`src/rtl/mc_control_pkg.sv`:
```
// mc_control_pkg: encodings shared by the multi-cycle sequencer, the
// datapath muxes it steers, and the bench.
//   - opcode values (IR[31:26])
//   - sequencer state enum
//   - alu_op, alu_src_b and pc_source select encodings
package mc_control_pkg;

  localparam logic [5:0] OP_RTYPE = 6'b000000;
  localparam logic [5:0] OP_ADDI  = 6'b001000;
  localparam logic [5:0] OP_ANDI  = 6'b001100;
  localparam logic [5:0] OP_LW    = 6'b100011;
  localparam logic [5:0] OP_SW    = 6'b101011;
  localparam logic [5:0] OP_SHIFT = 6'b110000;
  localparam logic [5:0] OP_BEQ   = 6'b000100;
  localparam logic [5:0] OP_J     = 6'b000010;

  typedef enum logic [3:0] {
    S_FETCH,
    S_DECODE,
    S_MEM_ADDR,
    S_MEM_RD,
    S_MEM_WB,
    S_MEM_WR,
    S_EXEC_R,
    S_EXEC_SH,
    S_R_WB,
    S_EXEC_I,
    S_I_WB,
    S_BRANCH,
    S_JUMP
  } state_t;

  localparam logic [1:0] ALU_ADD   = 2'b00;
  localparam logic [1:0] ALU_SUB   = 2'b01;
  localparam logic [1:0] ALU_FUNCT = 2'b10;
  localparam logic [1:0] ALU_AND   = 2'b11;

  localparam logic [1:0] SRCB_B      = 2'b00;
  localparam logic [1:0] SRCB_FOUR   = 2'b01;
  localparam logic [1:0] SRCB_IMM    = 2'b10;
  localparam logic [1:0] SRCB_IMM_SH = 2'b11;

  localparam logic [1:0] PCSRC_ALU    = 2'b00;
  localparam logic [1:0] PCSRC_ALUOUT = 2'b01;
  localparam logic [1:0] PCSRC_JUMP   = 2'b10;

endpackage

```
`src/rtl/multicycle_control.sv`:
```
// multicycle_control: per-instruction sequencer for the multi-cycle MIPS-32
// datapath. One memory port and one ALU are time-shared across
// fetch/decode/execute/memory/write-back.
// Ports:
//   clk, reset (sync, active-high)
//   opcode     IR[31:26], sampled in DECODE
//   mem_ready  memory completes current access this cycle
//   pc_write, pc_write_cond, iord, mem_read, mem_write, ir_write,
//   reg_dst, mem_to_reg, reg_write, alu_src_a, alu_src_b, alu_op,
//   pc_source  datapath controls
//   instr_done pulse in final cycle of each instruction
//   illegal_op pulse in DECODE on an unrecognised opcode
//   retired    count of instr_done pulses (wraps)
module multicycle_control
  import mc_control_pkg::*;
#(
  parameter int CNT_W = 32
) (
  input  logic             clk,
  input  logic             reset,
  input  logic [5:0]       opcode,
  input  logic             mem_ready,
  output logic             pc_write,
  output logic             pc_write_cond,
  output logic             iord,
  output logic             mem_read,
  output logic             mem_write,
  output logic             ir_write,
  output logic             reg_dst,
  output logic             mem_to_reg,
  output logic             reg_write,
  output logic             alu_src_a,
  output logic [1:0]       alu_src_b,
  output logic [1:0]       alu_op,
  output logic [1:0]       pc_source,
  output logic             instr_done,
  output logic             illegal_op,
  output logic [CNT_W-1:0] retired
);

  state_t     state, next;
  logic [5:0] op_q;

  always_ff @(posedge clk) begin
    if (reset) begin
      state   <= S_FETCH;
      op_q    <= '0;
      retired <= '0;
    end else begin
      state <= next;
      if (state == S_DECODE) op_q <= opcode;
      if (instr_done)        retired <= retired + CNT_W'(1);
    end
  end

  always_comb begin
    next          = state;
    pc_write      = 1'b0;
    pc_write_cond = 1'b0;
    iord          = 1'b0;
    mem_read      = 1'b0;
    mem_write     = 1'b0;
    ir_write      = 1'b0;
    reg_dst       = 1'b0;
    mem_to_reg    = 1'b0;
    reg_write     = 1'b0;
    alu_src_a     = 1'b0;
    alu_src_b     = SRCB_B;
    alu_op        = ALU_ADD;
    pc_source     = PCSRC_ALU;
    instr_done    = 1'b0;
    illegal_op    = 1'b0;

    // Outputs are forced quiet during reset so an aborted instruction
    // cannot leak a write enable into the reset cycle.
    if (reset) begin
      next = S_FETCH;
    end else begin
      case (state)
        S_FETCH: begin
          mem_read  = 1'b1;
          alu_src_b = SRCB_FOUR;
          if (mem_ready) begin
            ir_write = 1'b1;
            pc_write = 1'b1;
            next     = S_DECODE;
          end
        end
        S_DECODE: begin
          // ALU idle here, so it precomputes the branch target into ALUOut.
          // op_q is not loaded yet, so decode uses the live opcode.
          alu_src_b = SRCB_IMM_SH;
          case (opcode)
            OP_LW, OP_SW: next = S_MEM_ADDR;
            OP_RTYPE:     next = S_EXEC_R;
            OP_SHIFT:     next = S_EXEC_SH;
            OP_ADDI,
            OP_ANDI:      next = S_EXEC_I;
            OP_BEQ:       next = S_BRANCH;
            OP_J:         next = S_JUMP;
            default: begin
              illegal_op = 1'b1;
              next       = S_FETCH;
            end
          endcase
        end
        S_MEM_ADDR: begin
          alu_src_a = 1'b1;
          alu_src_b = SRCB_IMM;
          next      = (op_q == OP_LW) ? S_MEM_RD : S_MEM_WR;
        end
        S_MEM_RD: begin
          iord     = 1'b1;
          mem_read = 1'b1;
          if (mem_ready) next = S_MEM_WB;
        end
        S_MEM_WB: begin
          mem_to_reg = 1'b1;
          reg_write  = 1'b1;
          instr_done = 1'b1;
          next       = S_FETCH;
        end
        S_MEM_WR: begin
          iord      = 1'b1;
          mem_write = 1'b1;
          if (mem_ready) begin
            instr_done = 1'b1;
            next       = S_FETCH;
          end
        end
        S_EXEC_R: begin
          alu_src_a = 1'b1;
          alu_src_b = SRCB_B;
          alu_op    = ALU_FUNCT;
          next      = S_R_WB;
        end
        S_EXEC_SH: begin
          alu_src_a = 1'b1;
          alu_src_b = SRCB_IMM;
          alu_op    = ALU_FUNCT;
          next      = S_R_WB;
        end
        S_R_WB: begin
          reg_dst    = 1'b1;
          reg_write  = 1'b1;
          instr_done = 1'b1;
          next       = S_FETCH;
        end
        S_EXEC_I: begin
          alu_src_a = 1'b1;
          alu_src_b = SRCB_IMM;
          alu_op    = (op_q == OP_ANDI) ? ALU_AND : ALU_ADD;
          next      = S_I_WB;
        end
        S_I_WB: begin
          reg_write  = 1'b1;
          instr_done = 1'b1;
          next       = S_FETCH;
        end
        S_BRANCH: begin
          alu_src_a     = 1'b1;
          alu_src_b     = SRCB_B;
          alu_op        = ALU_SUB;
          pc_write_cond = 1'b1;
          pc_source     = PCSRC_ALUOUT;
          instr_done    = 1'b1;
          next          = S_FETCH;
        end
        S_JUMP: begin
          pc_write   = 1'b1;
          pc_source  = PCSRC_JUMP;
          instr_done = 1'b1;
          next       = S_FETCH;
        end
        default: next = S_FETCH;
      endcase
    end
  end

endmodule
```
`config.mk`:
```
export PLATFORM = sky130hd
export DESIGN_NAME = multicycle_control
export DESIGN_NICKNAME = d
export VERILOG_FILES = /design/src/rtl/mc_control_pkg.sv /design/src/rtl/multicycle_control.sv
export SDC_FILE = /design/constraint.sdc
export NUM_CORES = 1
export LEC_CHECK = 0
export CAP_MARGIN = 10
export CORE_MARGIN = 2
export CORE_UTILIZATION = 45
export CTS_CLUSTER_SIZE = 24
export DETAILED_ROUTE_END_ITERATION = 6
export PLACE_DENSITY_LB_ADDON = 0.12
export SYNTH_ARGS = -nofsm -noshare
export SYNTH_HDL_FRONTEND = slang
export SYNTH_SLANG_ARGS = --single-unit
```
`constraint.sdc`:
```
create_clock -name clk -period 4.25 [get_ports clk]
set_input_delay 0.85 -clock clk [delete_from_list [all_inputs] [get_ports clk]]
set_output_delay 0.85 -clock clk [all_outputs]
set_load 0.01 [all_outputs]
```
# --- Word level (Yosys, flattened, before mapping) ---
# Index checks and enable logic that the tools add are counted.
op_classes:
  addsub: 1
  reduce_logical: 13
  n_eq_ne: 24
  muxes: 39
ops:
  columns: ["op", "count"]
  rows:
  - ["32-bit by 1-bit adder with 32-bit output, second input constant", 1]
  - ["4-bit one-hot mux with 7 select lines", 1]
  - ["6-bit == test, second input constant", 4]
  - ["1-bit 2-to-1 mux", 24]
  - ["4-bit one-hot mux with 6 select lines", 1]
  - ["4-bit == test, second input constant", 5]
  - ["6-bit by 4-bit == test with 1-bit output, second input constant", 3]
  - ["4-bit by 3-bit == test with 1-bit output, second input constant", 4]
  - ["4-bit 2-to-1 mux", 3]
  - ["2-bit one-hot mux with 3 select lines", 2]
  - ["2-bit OR reduction", 5]
  - ["5-bit OR reduction", 2]
  - ["4-bit by 2-bit == test with 1-bit output, second input constant", 2]
  - ["2-bit 2-to-1 mux", 4]
  - ["8-bit OR reduction", 1]
  - ["6-bit by 2-bit == test with 1-bit output, second input constant", 1]
  - ["6-bit by 3-bit == test with 1-bit output, second input constant", 1]
  - ["6-bit logical NOT", 1]
  - ["2-bit inequality test, second input constant", 3]
  - ["3-bit OR reduction", 2]
  - ["4-bit by 1-bit == test with 1-bit output, second input constant", 1]
  - ["4-bit logical NOT", 1]
  - ["1-bit one-hot mux with 2 select lines", 2]
  - ["2-bit one-hot mux with 2 select lines", 1]
  - ["2 further kinds", 2]
word_totals:
  elab_cells: 80
  output_inout_bits: 50
  regBits: 42

# --- Longest topological paths before layout ---
# Gate-level depths: netlist of the first run.
depth:
  word_depth: 5
  ltp_mapped: 7

# --- Worst setup path before layout of the first run ---
# Ideal clock, no wire load.
synth_path:
  path_kind: "input to output"
  start: "input opcode[1]"
  end: "output illegal_op"
  required_ns: 3.400
  arrival_ns: 1.777
  path_slack_ns: 1.623
  stages: 5
  cell_sequence: "clkbuf_1 nor4b_1 a31oi_1 nor3b_1 nor4_1"
synth_between:
  elab_chain_cells: 5
synth_rtl:
  columns: ["item", "line_no", "source"]
  rows:
  - ["start, declared", "multicycle_control.sv:21", "input logic [5:0] opcode,"]
  - ["6-bit by 2-bit == test with 1-bit output, or another cell as far along", "multicycle_control.sv:93", "case (opcode)"]
  - ["8-bit OR reduction (no source line) (*)", null, null]
  - ["1-bit 2-to-1 mux (*)", "multicycle_control.sv:93", null]
  - ["1-bit 2-to-1 mux (*)", "multicycle_control.sv:79", "case (state)"]
  - ["1-bit 2-to-1 mux (*)", "multicycle_control.sv:76", "if (reset) begin"]
  - ["end, declared", "multicycle_control.sv:37", "output logic illegal_op,"]
# Every way passes the cells marked *; elsewhere a longest branch is shown, timed or not.

# --- Worst setup path after layout of the first run ---
# Ends and elaborated chain as after synthesis.

==> results of run 1 <==
through the flow:
step | util, % | instances | power [µW] | area, µm² | hold slack, ns
after global placement | 60.0 | 401 | 465 | 2850 | 0.454
after global routing | 61.9 | 409 | 749 | 2940 | 0.500
after detailed placement | 60.0 | 401 | 466 | 2850 | 0.459
final | 61.9 | 409 | 719 | 2940 | 0.468
after floorplan | - | 290 | 441 | 2250 | 0.440
after CTS | 61.9 | 409 | 728 | 2940 | 0.471
final cells by class:
type,instances,area (µm²),share of cell area [%]
clock buffer,7,86.3,2.93
clock inverter,1,5.00,0.170
inverter,9,33.8,1.15
multi-input combinational,224,1310,44.5
sequential,42,841,28.6
tap,67,83.8,2.85
timing repair buffer,59,583,19.8
flip-flops by register name (all words and copies together), names as in the netlist:
register  count
op_q          6
retired      32
state         4
critical path: stages:
cell,delay (ns)
clkdlybuf4s50_1,0.54
nor4b_1,0.35
a31oi_1,0.07
nor3b_1,0.24
nor4_1,0.09
clkdlybuf4s50_1,0.50
path summary, 6_finish.rpt:
kind                                    end  cells after the start
worst min-delay path                op_q[2]                      2
worst max register to register  retired[29]                      5
worst min register to register      op_q[2]                      2
worst max-delay path             illegal_op                      6
Yosys cell counts, types with 2 or more instances:
| cell type | n | area [µm²] |
|---|---|---|
| nand3_1 | 7 | 35.0 |
| nand2b_1 | 4 | 25.0 |
| dfxtp_1 | 42 | 841 |
| inv_1 | 9 | 33.8 |
| nand2_1 | 31 | 116 |
| and3_1 | 3 | 18.8 |
| or2_2 | 3 | 18.8 |
| nand3b_1 | 2 | 15.0 |
| and4_1 | 5 | 43.8 |
| nor2b_1 | 3 | 18.8 |
| nor3_1 | 20 | 100 |
| a21oi_1 | 26 | 130 |
| xnor2_1 | 17 | 149 |
| o21ai_0 | 13 | 65.1 |
| and2_1 | 2 | 12.5 |
| nand4_1 | 8 | 50.1 |
| nor2_1 | 27 | 101 |
| or3_1 | 10 | 62.6 |
| o41ai_1 | 2 | 17.5 |
| xor2_1 | 4 | 35.0 |
| buf_2 | 2 | 10.0 |
| nor4_1 | 14 | 87.6 |
| clkbuf_1 | 12 | 45.0 |
| or4_1 | 2 | 15.0 |
| o21a_1 | 2 | 15.0 |
power by group through the flow:
stage | sequential [µW] | combinational, µW | clock (µW)
global placement | 411 | 53.7 | 0
global route | 403 | 60.0 | 286
finish | 402 | 54.6 | 263
floorplan | 408 | 32.9 | 0
CTS | 402 | 54.6 | 272
detailed placement | 411 | 54.4 | 0
cells by family (layout without fill, tap and decap cells):
logic type      after synthesis  count (layout)  share of synthesized area (%)
simple gates                147             147                           34.6
xor+xnor                     21              21                           8.18
compound gates               53              53                           14.0
buf+inv                      24              76                           4.29
mux                           2               2                          0.947
fa+ha+maj                     1               1                          0.557
flops                        42              42                           37.4
placed cells by master, fill, tap and decap left out, types with 2 or more instances in the layout:
cell	n
a21oi_1	26
and2_1	2
and3_1	3
and4_1	5
clkbuf_8	6
clkdlybuf4s50_1	57
dfxtp_1	42
inv_1	9
nand2_1	31
nand2b_1	4
nand3_1	7
nand3b_1	2
nand4_1	8
nor2_1	27
nor2b_1	3
nor3_1	20
nor4_1	14
o21a_1	2
o21ai_0	13
o41ai_1	2
or2_2	3
or3_1	10
or4_1	2
xnor2_1	17
xor2_1	4
per-layer routing:
layer,vias up,global-route usage [%],part of all wire [%]
li1,1146,-,-
met1,1061,27.6,48
met2,63,33.1,46
met3,5,4.02,5.0
met4,0,5.95,0.92
met5,-,0,0
==> reports/results.ini, run 1 <==
[timing]
tns_ns = 0
min_period_over_period_pct = 81.9
max_freq_mhz = 287
min_period_ns = 3.48
hold_viol = 0
setup_slack_ns = 0.769
slew_violations = 0
slew_headroom_pct = 51.5
rsz0062_at_grt = no
tightest_slew_ns = 0.723
skew_ns = 0.00454
setup_viol = 0

[layout]
n_fill_cell = 453
area_delta_synth_final_pct = 31.0
nNetsFinal = 351
drive_gt1_share_pct = 4.68
antenna_cells = 0

[cts]
cts_sinks = 42
hold_buffers = 0
htree_levels = 2
clkTransAtPathRegs_ns = 0.08
cts_resized = 0
cts_max_path_buffers = 2
numCtsBuffers = 5
clk_latency_ns = 0.29
cts_setup_buffers = 0
root_buffer = clkbuf_8
cts_tree = yes

[floorplanning]
die_h_um = 74.7
pin_count = 59
num_rows = 25
die_area_um2 = 5570
coreArea_um2 = 4750
die_w_um = 74.7
initial_core_util_pct = 47.3

[pwr]
intPower_uw = 552
p_sw_share_pct = 23.3
power_density_nw_per_um2 = 244
combPwrFrac_pct = 7.6
p_switching_uw = 168
clkPwrFrac_pct = 36.5
power.leakage_uw = 0.000903
pwr-share-seq_pct = 55.9
ir_worst_vdd_uv = 179

[routing]
drc = 0
drt-initial-drc-count = 132
drt-pass1-iter-count = 4
vias = 2275
ant_nets = 0
via_per_inst = 5.56
routedWlPerCell_um = 13.5
wirelength_um = 5520

[synthesis]
synth_area_um2 = 2250
syn_nets = 300
ys_seq_area_share_pct = 37.4
synth_edf_count = 0
synth_ff_type = dfxtp_1
synthDistinctLibCells = 45
synth_async_sr_flop_share_pct = 0
avgSynthCellArea_um2 = 7.75
synth-seq-cells = 42
ys_warn_count = 0
synth_cells = 290

[global_route]
track_usage_pct = 20.4
grt-ovfl-total = 0
antenna_found_initial = 0
grt_pass1_vias = 1950
grt_max_degree = 29
grt_first_pass_wirelength_um = 8870

[worst_hold_path]
hold_path_class = reg -> reg
hp-start = op_q[2]

[worst_setup_path]
end_kind = primary output
reg2reg_slack_ns = 1.75
cp.arrival_ns = 2.63
critPathKind = in -> out
reg2reg_from = state[3]
start_kind = input pin
crit_fanout = 8
startpoint = opcode[1]
cp.required_ns = 3.40

[placement]
dp_slack_ns = 0.754
gp_congestion = 0.840
io_buffers = 58
hpwl_um = 3890

[job]
max_cap_viol_count = 0

[outcome]
status = finished, final reports clean

(Power assumes the default switching activity.)
==> run 2: changes to the inputs <==
- CORE_UTILIZATION: 45 -> 44
- clock period: 4.25 -> 3.2 ns (I/O delays scaled with it)
==> run 2 against run 1 <==
  * Die area rose by 2.2%
  * Global-route usage rose by 0.37 points
  * Utilization fell by 2.7 points
  * Routed wire length rose by 4.1%
  * Critical path depth did not move
  * Final cell count rose by 1.2%
  * Hold slack got worse by 0.0026 ns
  * First-iteration DRC count rose by 19%
  * Clock power rose by 23%
  * Count of clock-buffer cells in the layout did not move
  * Register-to-register slack got worse by 0.93 ns
  * Sequential power rose by 33%
==> reports/results.ini, run 2 (same netlist as run 1, synthesis figures left out) <==
[routing]
vias = 2231  ; -1.9%
drt-initial-drc-count = 157  ; +19%
wirelength_um = 5750  ; +4.1%
drt-pass1-iter-count = 4  ; unchanged
drc = 0  ; unchanged
routedWlPerCell_um = 13.9  ; +2.9%
via_per_inst = 5.39  ; -3.1%
ant_nets = 0  ; unchanged

[layout]
layout_commonest_cell = clkdlybuf4s50_1
largest_reg_flops = 32  ; unchanged
n_fill_cell = 497  ; +9.7%
finalInstanceArea_um2 = 2970  ; +0.77%
final_cell_mix = clkdlybuf4s50_1 (56), dfxtp_1 (42), nand2_1 (31)
drive_gt1_share_pct = 5.52  ; +0.84 points
reg_top3 = retired: 32 flops, op_q: 6 flops, state: 4 flops
top_register = retired
area_delta_synth_final_pct = 32.0
antenna_cells = 0  ; unchanged
nNetsFinal = 354  ; +0.85%

[worst_setup_path]
start_kind = input pin
path_cells = clkdlybuf4s50_1 -> nor4b_2 -> a31oi_1 -> nor3b_1 -> nor4_1 -> clkdlybuf4s50_1
crit_slowest_cell = clkdlybuf4s50_1
path_buf_inv = 2  ; unchanged
cp_common_cell = clkdlybuf4s50_1
crit_fanout = 7  ; -1
end_kind = primary output
cp.required_ns = 2.56  ; -0.84 ns
cp.arrival_ns = 2.43  ; -0.20 ns
crit_family = buffers and inverters
cp_slowest_stage_delay_ns = 0.62  ; +0.08 ns
critPathKind = in -> out

[worst_hold_path]
hold_path_class = reg -> reg

[pwr]
ir_worst_vdd_uv = 252  ; +41%
power.leakage_uw = 0.000919  ; +1.8%
power_density_nw_per_um2 = 314  ; +29%

[job]
max_cap_viol_count = 0  ; unchanged

[cts]
numCtsBuffers = 5  ; unchanged
cts_tree = yes
cts_setup_buffers = 0  ; unchanged
clkTransAtPathRegs_ns = 0.07  ; about the same
cts_max_path_buffers = 2  ; unchanged
cts_sinks = 42  ; unchanged
cts_resized = 0  ; unchanged
root_buffer = clkbuf_8
hold_buffers = 0  ; unchanged
clk_latency_ns = 0.29  ; about the same
htree_levels = 2  ; unchanged

[global_route]
grt_first_pass_wirelength_um = 9140  ; +3.1%
grt-ovfl-total = 0  ; unchanged
grt_pass1_vias = 1979  ; +1.5%
track_usage_pct = 20.7  ; +0.37 points
antenna_found_initial = 0  ; unchanged
grt_max_degree = 23  ; -21%

[timing]
hold_viol = 0  ; unchanged
rsz0062_at_grt = no
tightest_slew_ns = 0.661  ; -0.0622 ns
setup_viol = 0  ; unchanged
min_period_ns = 3.07
min_period_over_period_pct = 95.9
slew_headroom_pct = 55.6  ; +4.1 points
tns_ns = 0  ; unchanged
max_freq_mhz = 326
slew_violations = 0  ; unchanged
skew_ns = 0.00358  ; -0.000962 ns
whs_ns = 0.465  ; -0.00261 ns

[floorplanning]
pin_count = 59  ; unchanged
num_rows = 26  ; +4.0%
die_w_um = 75.5  ; +1.1%
die_area_um2 = 5690  ; +2.2%
coreArea_um2 = 5010  ; +5.4%
initial_core_util_pct = 44.9  ; -2.4 points
die_h_um = 75.5  ; +1.1%

[outcome]
status = finished, final reports clean

[placement]
io_buffers = 58  ; unchanged
placed_area_um2 = 2880  ; +0.92%
gp_congestion = 0.814  ; -3.1%
hpwl_um = 3990  ; +2.5%

## run 2: final timing paths
kind	cells after the start	startpoint	slack [ns]	endpoint
worst max-delay path	6	opcode[0]	0.13	illegal_op
worst min-delay path	2	op_q[1]	0.47	op_q[1]
worst max register to register	5	state[3]	0.82	retired[29]
worst min register to register	2	op_q[1]	0.47	op_q[1]
## run 2: cell type report
cell class	count	area (µm²)	share of cell area, %
Multi-Input combinational cell	224	1320	44.5
Inverter	9	33.8	1.14
Timing Repair Buffer	62	608	20.5
Sequential cell	42	841	28.4
Clock buffer	7	76.3	2.57
Tap cell	70	87.6	2.95
## run 2: tightest hold or removal path, stage by stage (launching register included)
cell and delay [ns]:
dfxtp_1 0.32, nand2_1 0.05, a21oi_1 0.05
## run 2: metal layers
layer | GRT usage [%] | share of wire (%) | wire (µm)
met1 | 28.4 | 48 | 2780
met2 | 33.2 | 46 | 2650
met3 | 4.37 | 4.5 | 258
met4 | 5.85 | 1.1 | 66
met5 | 0 | 0 | 0
## run 2: metrics by stage
stage | utilization, % | cells | worst slack, ns | total power (µW)
after global routing | 59.2 | 414 | 0.0162 | 972
after floorplan | - | 290 | 0.922 | 586
after detailed placement | 57.4 | 407 | 0.126 | 621
after global placement | 57.4 | 407 | 0.161 | 619
final | 59.2 | 414 | 0.130 | 932
after CTS | 59.0 | 414 | 0.120 | 946
## run 2: power breakdown
part	leakage [µW]	internal [µW]	switching [µW]
combinational	0.000542	32.9	42.8
clock	0.0000383	150	172
sequential	0.000339	527	6.31
total	0.000919	711	221
